`config.mk`:
```
export PLATFORM = sky130hd
export DESIGN_NAME = four_bit_seq_booth_multplr_flat
export DESIGN_NICKNAME = d
export VERILOG_FILES = /design/src/rtl/four_bit_seq_booth_multplr_if.sv /design/src/rtl/four_bit_seq_booth_multplr.sv /design/src/flat_wrapper.sv
export SDC_FILE = /design/constraint.sdc
export NUM_CORES = 1
export LEC_CHECK = 0
export CAP_MARGIN = 10
export CORE_MARGIN = 10
export CORE_UTILIZATION = 55
export CTS_CLUSTER_DIAMETER = 120
export DETAILED_ROUTE_END_ITERATION = 16
export GPL_TIMING_DRIVEN = 0
export PLACE_DENSITY = 0.82
export SLEW_MARGIN = 20
export SYNTH_ARGS = -nofsm -noshare
export SYNTH_HDL_FRONTEND = slang
export SYNTH_SLANG_ARGS = --single-unit
```
`constraint.sdc`:
```
create_clock -name clk -period 4.6 [get_ports clk]
set_input_delay 1.15 -clock clk [delete_from_list [all_inputs] [get_ports clk]]
set_output_delay 1.15 -clock clk [all_outputs]
set_load 0.01 [all_outputs]
```
`src/rtl/four_bit_seq_booth_multplr_if.sv`:
```
// Handshake and data bundle between a requester and the sequential Booth
// multiplier: request strobe, signed operands, status and product.
interface four_bit_seq_booth_multplr_if #(
    parameter int N = 4
) ();
    logic             start;
    logic [N-1:0]     a;
    logic [N-1:0]     b;
    logic             busy;
    logic             done;
    logic [2*N-1:0]   product;

    // Requester side: drives operands and strobe, observes status/result.
    modport master (
        output start,
        output a,
        output b,
        input  busy,
        input  done,
        input  product
    );

    // Multiplier side: samples operands and strobe, drives status/result.
    modport slave (
        input  start,
        input  a,
        input  b,
        output busy,
        output done,
        output product
    );
endinterface

```
`src/rtl/four_bit_seq_booth_multplr.sv`:
```
// Sequential radix-2 Booth multiplier. Captures two signed N-bit operands on
// start (only in IDLE), runs one add/subtract + arithmetic shift per clock for
// N clocks, then pulses done for one cycle with the 2N-bit product held in a
// register until the next completion. The accumulator is N+1 bits wide so that
// subtracting the most negative multiplicand cannot overflow.
module four_bit_seq_booth_multplr #(
    parameter int N = 4
) (
    input  logic                           clk,
    input  logic                           clr,
    four_bit_seq_booth_multplr_if.slave    bus
);
    localparam int CW = (N > 2) ? $clog2(N) : 1;

    typedef enum logic [1:0] {
        IDLE = 2'd0,
        RUN  = 2'd1,
        DONE = 2'd2
    } state_e;

    state_e          state_q, state_d;
    logic [N:0]      acc_q, acc_d;
    logic [N:0]      m_q, m_d;
    logic [N-1:0]    q_q, q_d;
    logic            q1_q, q1_d;
    logic [CW-1:0]   cnt_q, cnt_d;
    logic [2*N-1:0]  product_q, product_d;
    logic            busy_q, busy_d;
    logic            done_q, done_d;

    logic [N:0]      acc_sum_s;
    logic [N:0]      acc_shift_s;
    logic [N-1:0]    q_shift_s;

    // Booth step: add/subtract the multiplicand, then arithmetic right shift.
    always_comb begin
        acc_sum_s = acc_q;
        case ({q_q[0], q1_q})
            2'b01:   acc_sum_s = acc_q + m_q;
            2'b10:   acc_sum_s = acc_q - m_q;
            default: acc_sum_s = acc_q;
        endcase
        acc_shift_s = {acc_sum_s[N], acc_sum_s[N:1]};
        q_shift_s   = {acc_sum_s[0], q_q[N-1:1]};
    end

    // Next-state, datapath and output decode for the control FSM.
    always_comb begin
        state_d   = state_q;
        acc_d     = acc_q;
        m_d       = m_q;
        q_d       = q_q;
        q1_d      = q1_q;
        cnt_d     = cnt_q;
        product_d = product_q;
        case (state_q)
            IDLE: begin
                if (bus.start) begin
                    m_d     = {bus.a[N-1], bus.a};
                    q_d     = bus.b;
                    acc_d   = '0;
                    q1_d    = 1'b0;
                    cnt_d   = '0;
                    state_d = RUN;
                end else begin
                    state_d = IDLE;
                end
            end
            RUN: begin
                acc_d = acc_shift_s;
                q_d   = q_shift_s;
                q1_d  = q_q[0];
                cnt_d = cnt_q + CW'(1);
                if (cnt_q == CW'(N - 1)) begin
                    product_d = {acc_shift_s[N-1:0], q_shift_s};
                    state_d   = DONE;
                end else begin
                    state_d   = RUN;
                end
            end
            DONE: begin
                state_d = IDLE;
            end
            default: begin
                state_d = IDLE;
            end
        endcase
        // Status flags are registered copies of the next state, so they line
        // up with the state they describe without any input-to-output path.
        busy_d = (state_d != IDLE);
        done_d = (state_d == DONE);
    end

    // State and datapath registers with synchronous active-low clear.
    always_ff @(posedge clk) begin
        if (!clr) begin
            state_q   <= IDLE;
            acc_q     <= '0;
            m_q       <= '0;
            q_q       <= '0;
            q1_q      <= 1'b0;
            cnt_q     <= '0;
            product_q <= '0;
            busy_q    <= 1'b0;
            done_q    <= 1'b0;
        end else begin
            state_q   <= state_d;
            acc_q     <= acc_d;
            m_q       <= m_d;
            q_q       <= q_d;
            q1_q      <= q1_d;
            cnt_q     <= cnt_d;
            product_q <= product_d;
            busy_q    <= busy_d;
            done_q    <= done_d;
        end
    end

    assign bus.busy    = busy_q;
    assign bus.done    = done_q;
    assign bus.product = product_q;
endmodule

```
`src/flat_wrapper.sv`:
```
// flat-port wrapper written by rule: the top's interface ports become plain ports
module four_bit_seq_booth_multplr_flat 
#(
    parameter int N = 4
)
  (clk, clr, bus_start, bus_a, bus_b, bus_busy, bus_done, bus_product);
  four_bit_seq_booth_multplr_if #(.N(N)) bus_i ();
  input  logic clk;
  input  logic clr;
  input wire logic [$bits(bus_i.start)-1:0] bus_start;
  input wire logic [$bits(bus_i.a)-1:0] bus_a;
  input wire logic [$bits(bus_i.b)-1:0] bus_b;
  output wire logic [$bits(bus_i.busy)-1:0] bus_busy;
  output wire logic [$bits(bus_i.done)-1:0] bus_done;
  output wire logic [$bits(bus_i.product)-1:0] bus_product;
  assign bus_i.start = bus_start;
  assign bus_i.a = bus_a;
  assign bus_i.b = bus_b;
  assign bus_busy = bus_i.busy;
  assign bus_done = bus_i.done;
  assign bus_product = bus_i.product;
  four_bit_seq_booth_multplr #(.N(N)) u_core (.clk(clk), .clr(clr), .bus(bus_i));
endmodule
```
# After elaboration in Yosys (flattened, before gate mapping)
# Cells that the tools add are included.
# word_totals
reg_bits,28
latch_bits,0
mem_bits_rw,0
romBits,0
output_inout_bits,10
word_cells,36
n_memories,0
# op_classes
n_addsub,3
mul,0
div_mod_pow,0
n_lt_le_gt_ge,0
n_eq_ne,6
n_shift,0
mux,12
n_bitwise,0
n_reduce_logical,6
# ops
operator,n
$pmux 5 s2,2
$pmux 2 s2,2
$pmux 4 s2,1
$eq 2x2->1 const B,3
$reduce_and 2->1,3
$add 5x5->5,1
$mux 5,1
$sub 5x5->5,1
$eq 2x1->1 const B,2
$mux 2,2
$mux 4,1
$reduce_bool 2->1,2
$add 2x1->2 const B,1
$logic_not 2->1,1
$mux 1,2
$ne 2x2->1 const B,1
$pmux 1 s2,1

# Longest topological paths before layout
# depth
depth_word,4
mapped_depth,10
mapped_depth_nobuf,10

# Least setup slack after synthesis
# No wires, ideal clock.
# synth_timing
path_type,reg-to-reg
startpoint,reg u_core.m_q[0]
endpoint,"reg u_core.product_q[7], in the netlist u_core.bus.product[7]"
setup_ns,0.091
t_arrival_ns,2.260
required_time_ns,4.509
setup_slack_ns,2.249
path_stages_with_launch,10
n_path_buf,0
period_less_slack_ns,2.351
cell_sequence,dfxtp_1 -> inv_1 -> ha_1 -> mux2_2 -> fa_1 -> nand2b_1 -> a21oi_2 -> xnor2_1 -> or3_1 -> a311oi_1
# synth_between
elab_chain_cells,2
# synth_lines
item,line_no,text
from (decl),four_bit_seq_booth_multplr.sv:23,"logic [N:0] m_q, m_d;"
from (signal assigned),four_bit_seq_booth_multplr.sv:109,m_q <= m_d;
$sub 5x5->5 / $add 5x5->5 (equally long branches),"four_bit_seq_booth_multplr.sv:40, four_bit_seq_booth_multplr.sv:39",
$pmux 5 s2 (*),four_bit_seq_booth_multplr.sv:38,"case ({q_q[0], q1_q})"
to (signal assigned),four_bit_seq_booth_multplr.sv:113,product_q <= product_d;
to (decl),four_bit_seq_booth_multplr.sv:27,"logic [2*N-1:0] product_q, product_d;"
# Mark *: on every way between the ends. The rest lies on a longest branch, timed or not.
# A chain may end at the register's enable or synchronous reset.

# Worst setup path in the final report
# Ends and elaborated chain as after synthesis.

==> run metrics <==
Final Critical Period 2605 ps; Critical Path RT just under 5000 ps; non-filler cells, final about 210; vias in the first global route about 1200; syn_nets around 180; CTS HTree Levels 1; Final Cycle Share between 50 and 60%; initial antenna violation count 0; Iter 0 DRT Violations 42; CP Buf/Inv Count 1; CTS sink count 27; hold violation count in the final report 0; #FFs+latches synth 27; Yosys top cell area share a little over two fifths; delay-heaviest family, CP adder cells; Final GP Congestion about 0.84; FFs w/ async S/R, synth 0%; # diodes 0; Hold Path Cell Cnt 2; worst reg-to-reg path cell count 9; worst rel slew slack 63.33%; mapped cell area 1276 sq um; Top Ports 21; final wirelength roughly 2900 um; Initial Util 57.69%; vias between 1000 and 1500; Port Buf Inserts 20; number of detailed-route iterations in the first pass 4; GRT Overall Usage a little over an eighth; P per Cell Area ~290 nW/um^2; Fmax ~380 MHz; Max FO, Critical Path 4; DIE HEIGHT between 60 and 70 um; hold_buf cts 0; ys flop type dfxtp_1; CP Capture Type register; Yosys warnings 0; placed instance count just over 200; status finished clean; Max Root-Sink Buffers 2; layout cells sized above 1 4.444%; synth top area cells dfxtp_1 42%, nand2_1 7.9%, ha_1 6.9%; largest net degree at the start of global routing 16; R2R Setup Slk about 2000 ps; post_cts resized 0; die area 4647 sq um; CTS Buf Count 3; CTS tree yes; Distinct cells, synth 26; cell count after synthesis between 150 and 200; placed cell area between 1500 and 2000 sq um; largest area contributor in the netlist dfxtp_1; signal arrival time at the worst endpoint roughly 2800 ps; synth cell count leaders 27 x dfxtp_1, 27 x nand2_1, 20 x nor2_1; setup bufs post-CTS 0; Die Wd approximately 70 um; vias per cell between 5 and 6; sequential area share after synthesis 42.35%; Overflow after GRT 0; clk_lat worst skew 310 ps; first-pass GRT wire length between 4000 and 5000 um; Site Rows 17; Pleak about 0.57 nW; # setup viols final 0; max-slew violations 0; crit path cell chain inv_1, ha_1, mux2_2, fa_1, nand2b_1, a21oi_2, xnor2_1, or3_1, a311oi_1; DRC 0; CP Depth 9; WL per Instance 13.96 um; worst slew pin tran 548.0 ps; HP Class register to register; Worst Setup Start Kind register; WHS roughly 460 ps; Crit-path slowest cell fa_1; Finished Core Util 69.57%; CTS root buffer clkbuf_4; max-cap violations 0; Final ANT Viol Nets 0; Peak supply drop 0.2032 mV; Synth-to-Final Area Change 20.59%; fin area around 1500 sq um; core area around 2200 sq um; Setup Skew 10.23 ps; EDFF count, synth 0; clock slew at reported path FFs 150 ps; Mapped Avg Cell Area 8.181 sq um; Post-Route Setup TNS 0 ps; Largest stage delay, worst path 430 ps; RSZ-0062 raised after global routing no; WS Path Type register to register; DP HPWL between 2000 and 2500 um; fin nets 200
[metrics by stage]
stage / setup slack [ps] / power [mW]
2_1_floorplan: 2249 / 0.3230
3_3_place_gp: 2057 / 0.3457
3_5_place_dp: 2025 / 0.3511
4_1_cts: 2009 / 0.4468
5_1_grt: 1886 / 0.4686
6_report: 1995 / 0.4465
[registers in the layout, indices dropped and copies added (netlist names), 2 cells and up]
name and flops:
u_core.m_q 4, u_core.q_q 4, u_core.acc_q 4, u_core.bus.product 8
u_core.cnt_q 2, u_core.state_q 2
[cell usage in the layout (no fill, tap or decap), types with 4 or more instances in the layout]
master / netlist / layout
nand2_1: 27 / 27
dfxtp_1: 27 / 27
nor2_1: 20 / 20
clkdlybuf4s50_1: 0 / 20
a21oi_1: 13 / 13
o21ai_0: 8 / 8
inv_1: 7 / 7
ha_1: 7 / 7
clkbuf_1: 6 / 6
a311oi_1: 5 / 5
a22oi_1: 5 / 5
nand2b_1: 4 / 4
[power breakdown]
| part | internal (mW) | switching (mW) | leakage (nW) |
|---|---|---|---|
| combinational | 0.0444 | 0.0515 | 0.332 |
| sequential | 0.243 | 0.00849 | 0.220 |
| clock | 0.0325 | 0.0667 | 0.0177 |
[worst min-delay path, stage by stage (launching register included)]
cell	delay, ps
dfxtp_1	330
nand2_1	50
a21oi_1	50
[final timing paths]
kind,to,from
setup / recovery,u_core.bus.product[7]$_SDFFE_PN0P_,u_core.m_q[0]$_SDFFE_PN0P_
hold / removal,u_core.bus.product[0]$_SDFFE_PN0P_,u_core.bus.product[0]$_SDFFE_PN0P_
setup reg to reg,u_core.bus.product[7]$_SDFFE_PN0P_,u_core.m_q[0]$_SDFFE_PN0P_
hold reg to reg,u_core.bus.product[0]$_SDFFE_PN0P_,u_core.bus.product[0]$_SDFFE_PN0P_
[cell families after synthesis]
| group | after synthesis | synth area share (%) |
|---|---|---|
| XOR/XNOR | 4 | 2.746 |
| AND/OR/NAND/NOR | 62 | 21.08 |
| buffers and inverters | 14 | 4.216 |
| multiplexers | 3 | 2.451 |
| flip-flops | 27 | 42.35 |
| adder cells (fa/ha/maj) | 8 | 8.431 |
| AO/OA/AOI/OAI | 38 | 18.73 |
[metal layers]
metal,vias up,GRT usage [%],routed length (um),part of all wire [%]
met2,31,26.63,1532,53
met5,-,0,0,0
met1,556,13.84,1184,41
li1,584,-,-,-
met4,0,2.764,12,0.41
met3,2,3.100,175,6.0
[area by class of cell]
class	count	area, sq um
Buffer	7	27.53
Clock buffer	3	22.52
Clock inverter	1	5.005
Fill cell	193	673.1
Inverter	7	26.28
Multi-Input combinational cell	115	681.9
Sequential cell	27	540.5
Tap cell	28	35.03
Timing Repair Buffer	20	200.2
(Power assumes the default switching activity.)
==> RTL change: new RTL, same settings <==
`N` is set to 4 in 3 places; all go to 2.
--- a/src/rtl/four_bit_seq_booth_multplr_if.sv
+++ b/src/rtl/four_bit_seq_booth_multplr_if.sv
@@ -2,5 +2,5 @@
 // multiplier: request strobe, signed operands, status and product.
 interface four_bit_seq_booth_multplr_if #(
-    parameter int N = 4
+    parameter int N = 2
 ) ();
     logic             start;
--- a/src/rtl/four_bit_seq_booth_multplr.sv
+++ b/src/rtl/four_bit_seq_booth_multplr.sv
@@ -5,5 +5,5 @@
 // subtracting the most negative multiplicand cannot overflow.
 module four_bit_seq_booth_multplr #(
-    parameter int N = 4
+    parameter int N = 2
 ) (
     input  logic                           clk,
--- a/src/flat_wrapper.sv
+++ b/src/flat_wrapper.sv
@@ -2,5 +2,5 @@
 module four_bit_seq_booth_multplr_flat 
 #(
-    parameter int N = 4
+    parameter int N = 2
 )
   (clk, clr, bus_start, bus_a, bus_b, bus_busy, bus_done, bus_product);
Interface: changed (resized bus_a, bus_b and bus_product); port bits go from 21 to 13. No check against the original RTL was run, so the function may have changed too.
==> RTL change against the original RTL <==
- power is 33% lower
- die area is 30% lower
- worst setup slack better by 0.28 ns
- sequential cell count is 11 lower
- synthesized cell count is 49% lower
- global-route usage is 3.5 points lower
- clock skew is 0.0077 ns lower
- utilization is 2.4 points higher
- register-to-register slack better by 0.45 ns
- wire length is 47% lower
- synthesized area is 40% lower
- final area is 39% lower
- sequential share of layout area is 0.90 points lower
==> RTL change: results (changes against the original RTL) <==
Iteration-0 DRC Markers 15 (was 42); post-detailed-route wirelength per cell 14.0 um (about the same); sequential area share after synthesis 42.1% (was 42.4%); metal2 WL 792 um (was 1530 um); top cell family by delay on the critical path buffers and inverters (was adder cells); Crit-path slowest cell clkdlybuf4s50_1 (was fa_1); Via-to-Cell Ratio 5.48 (was 5.64); pin count of the biggest net entering global routing 11 (was 16); Port Buffers 12 (was 20); synth unique cells 29 (was 26); clk_lat worst skew 0.28 ns (was 0.31 ns); clk_skew 0.00256 ns (was 0.0102 ns); Post-synth top cells 16 x dfxtp_1, 7 x nor2_1, 6 x mux2i_1, 6 x nor2b_1, 5 x nand2_1 (was 27 x dfxtp_1, 27 x nand2_1, 20 x nor2_1, 13 x a21oi_1, 8 x o21ai_0); outcome completed (unchanged); met2 Use GR 17.2% (was 26.6%); grt met3 use 2.43% (was 3.10%); WL met3 70 um (was 175 um); Leakage 0.000389 uW (was 0.000570 uW); Largest register FFs 4 (was 8); Num CTS Buffers 3 (unchanged); nets 107 (was 200); dominant cells by area after synthesis dfxtp_1 42%, mux2i_1 7.9%, ha_1 4.9%, nor2b_1 4.9%, nor2_1 3.5% (was dfxtp_1 42%, nand2_1 7.9%, ha_1 6.9%, nor2_1 5.9%, a21oi_1 5.1%); WP data arrival 1.17 ns (was 2.83 ns); clk buf depth 2 (unchanged); pre-CTS setup slack 2.17 ns (was 2.03 ns); GPL Wtd Cong 0.771 (was 0.843); share of cells above drive strength 1 9.47% (was 4.44%); GR Util met1 11.2% (was 13.8%); Filler cells 108 (was 193); VDD IR-drop max 0.210 mV (was 0.203 mV); Tightest Pin Transition 0.346 ns (was 0.548 ns); Max FO, Critical Path 2 (was 4); DPL Wire Length 1180 um (was 2280 um); met1 WL 671 um (was 1180 um); first-pass GRT wire length 2700 um (was 4960 um); Setup Buffers After CTS 0 (unchanged); syn nets 90 (was 175); All-Layer GR Usage 9.92% (was 13.4%); clock slew at reported path FFs 0.10 ns (was 0.15 ns); vias in the first global route 602 (was 1,192); max incr delay on CP 0.55 ns (was 0.43 ns)
## RTL change: cell type report
class,count,share of cell area [%]
Buffer,2,1.60
Multi-Input combinational cell,57,43.9
Inverter,4,1.60
Timing Repair Buffer,12,12.8
Tap cell,15,2.01
Clock buffer,4,3.88
Sequential cell,16,34.2
## RTL change: stage by stage
stage          total power (uW)  cell area [sq um]  cells
4_1_cts                     300                936    110
6_report                    298                936    110
2_1_floorplan               190                761     79
3_5_place_dp                208                900    106
3_3_place_gp                206                900    106
5_1_grt                     313                936    110
## RTL change: worst paths after layout
| check | start | endpoint | slack, ns | cells after the start |
|---|---|---|---|---|
| max | u_core.bus.product[0] | bus_product[0] | 2.28 | 1 |
| min | u_core.q_q[1] | u_core.q_q[1] | 0.51 | 2 |
| max reg2reg | u_core.q_q[0] | u_core.bus.product[3] | 2.45 | 7 |
| min reg2reg | u_core.q_q[1] | u_core.q_q[1] | 0.51 | 2 |
## RTL change: logic make-up (layout without fill, tap and decap cells)
logic type / after synthesis / after routing / synth area share [%]
mux: 7 / 7 / 9.38
buf+inv: 6 / 22 / 3.95
xor+xnor: 1 / 1 / 1.15
simple gates: 29 / 29 / 20.7
fa+ha+maj: 4 / 4 / 7.57
flops: 16 / 16 / 42.1
compound gates: 16 / 16 / 15.1
## RTL change: report_power, final
group          switching (uW)  internal, uW  leakage (uW)
clock network            45.0          48.1     0.0000210
logic                    24.1          28.1      0.000237
registers                6.75           146      0.000131
## RTL change: worst register-to-register path: cells and delay by family, from the launching register on
| kind | cells | cell delay [ns] |
|---|---|---|
| muxes | 2 | 0.65 |
| adders and majority gates | 2 | 0.62 |
| DFF | 1 | 0.38 |
| xor gates and xnor gates | 1 | 0.18 |
| and+or+nand+nor | 1 | 0.15 |
| AOI/OAI and AO/OA | 1 | 0.08 |
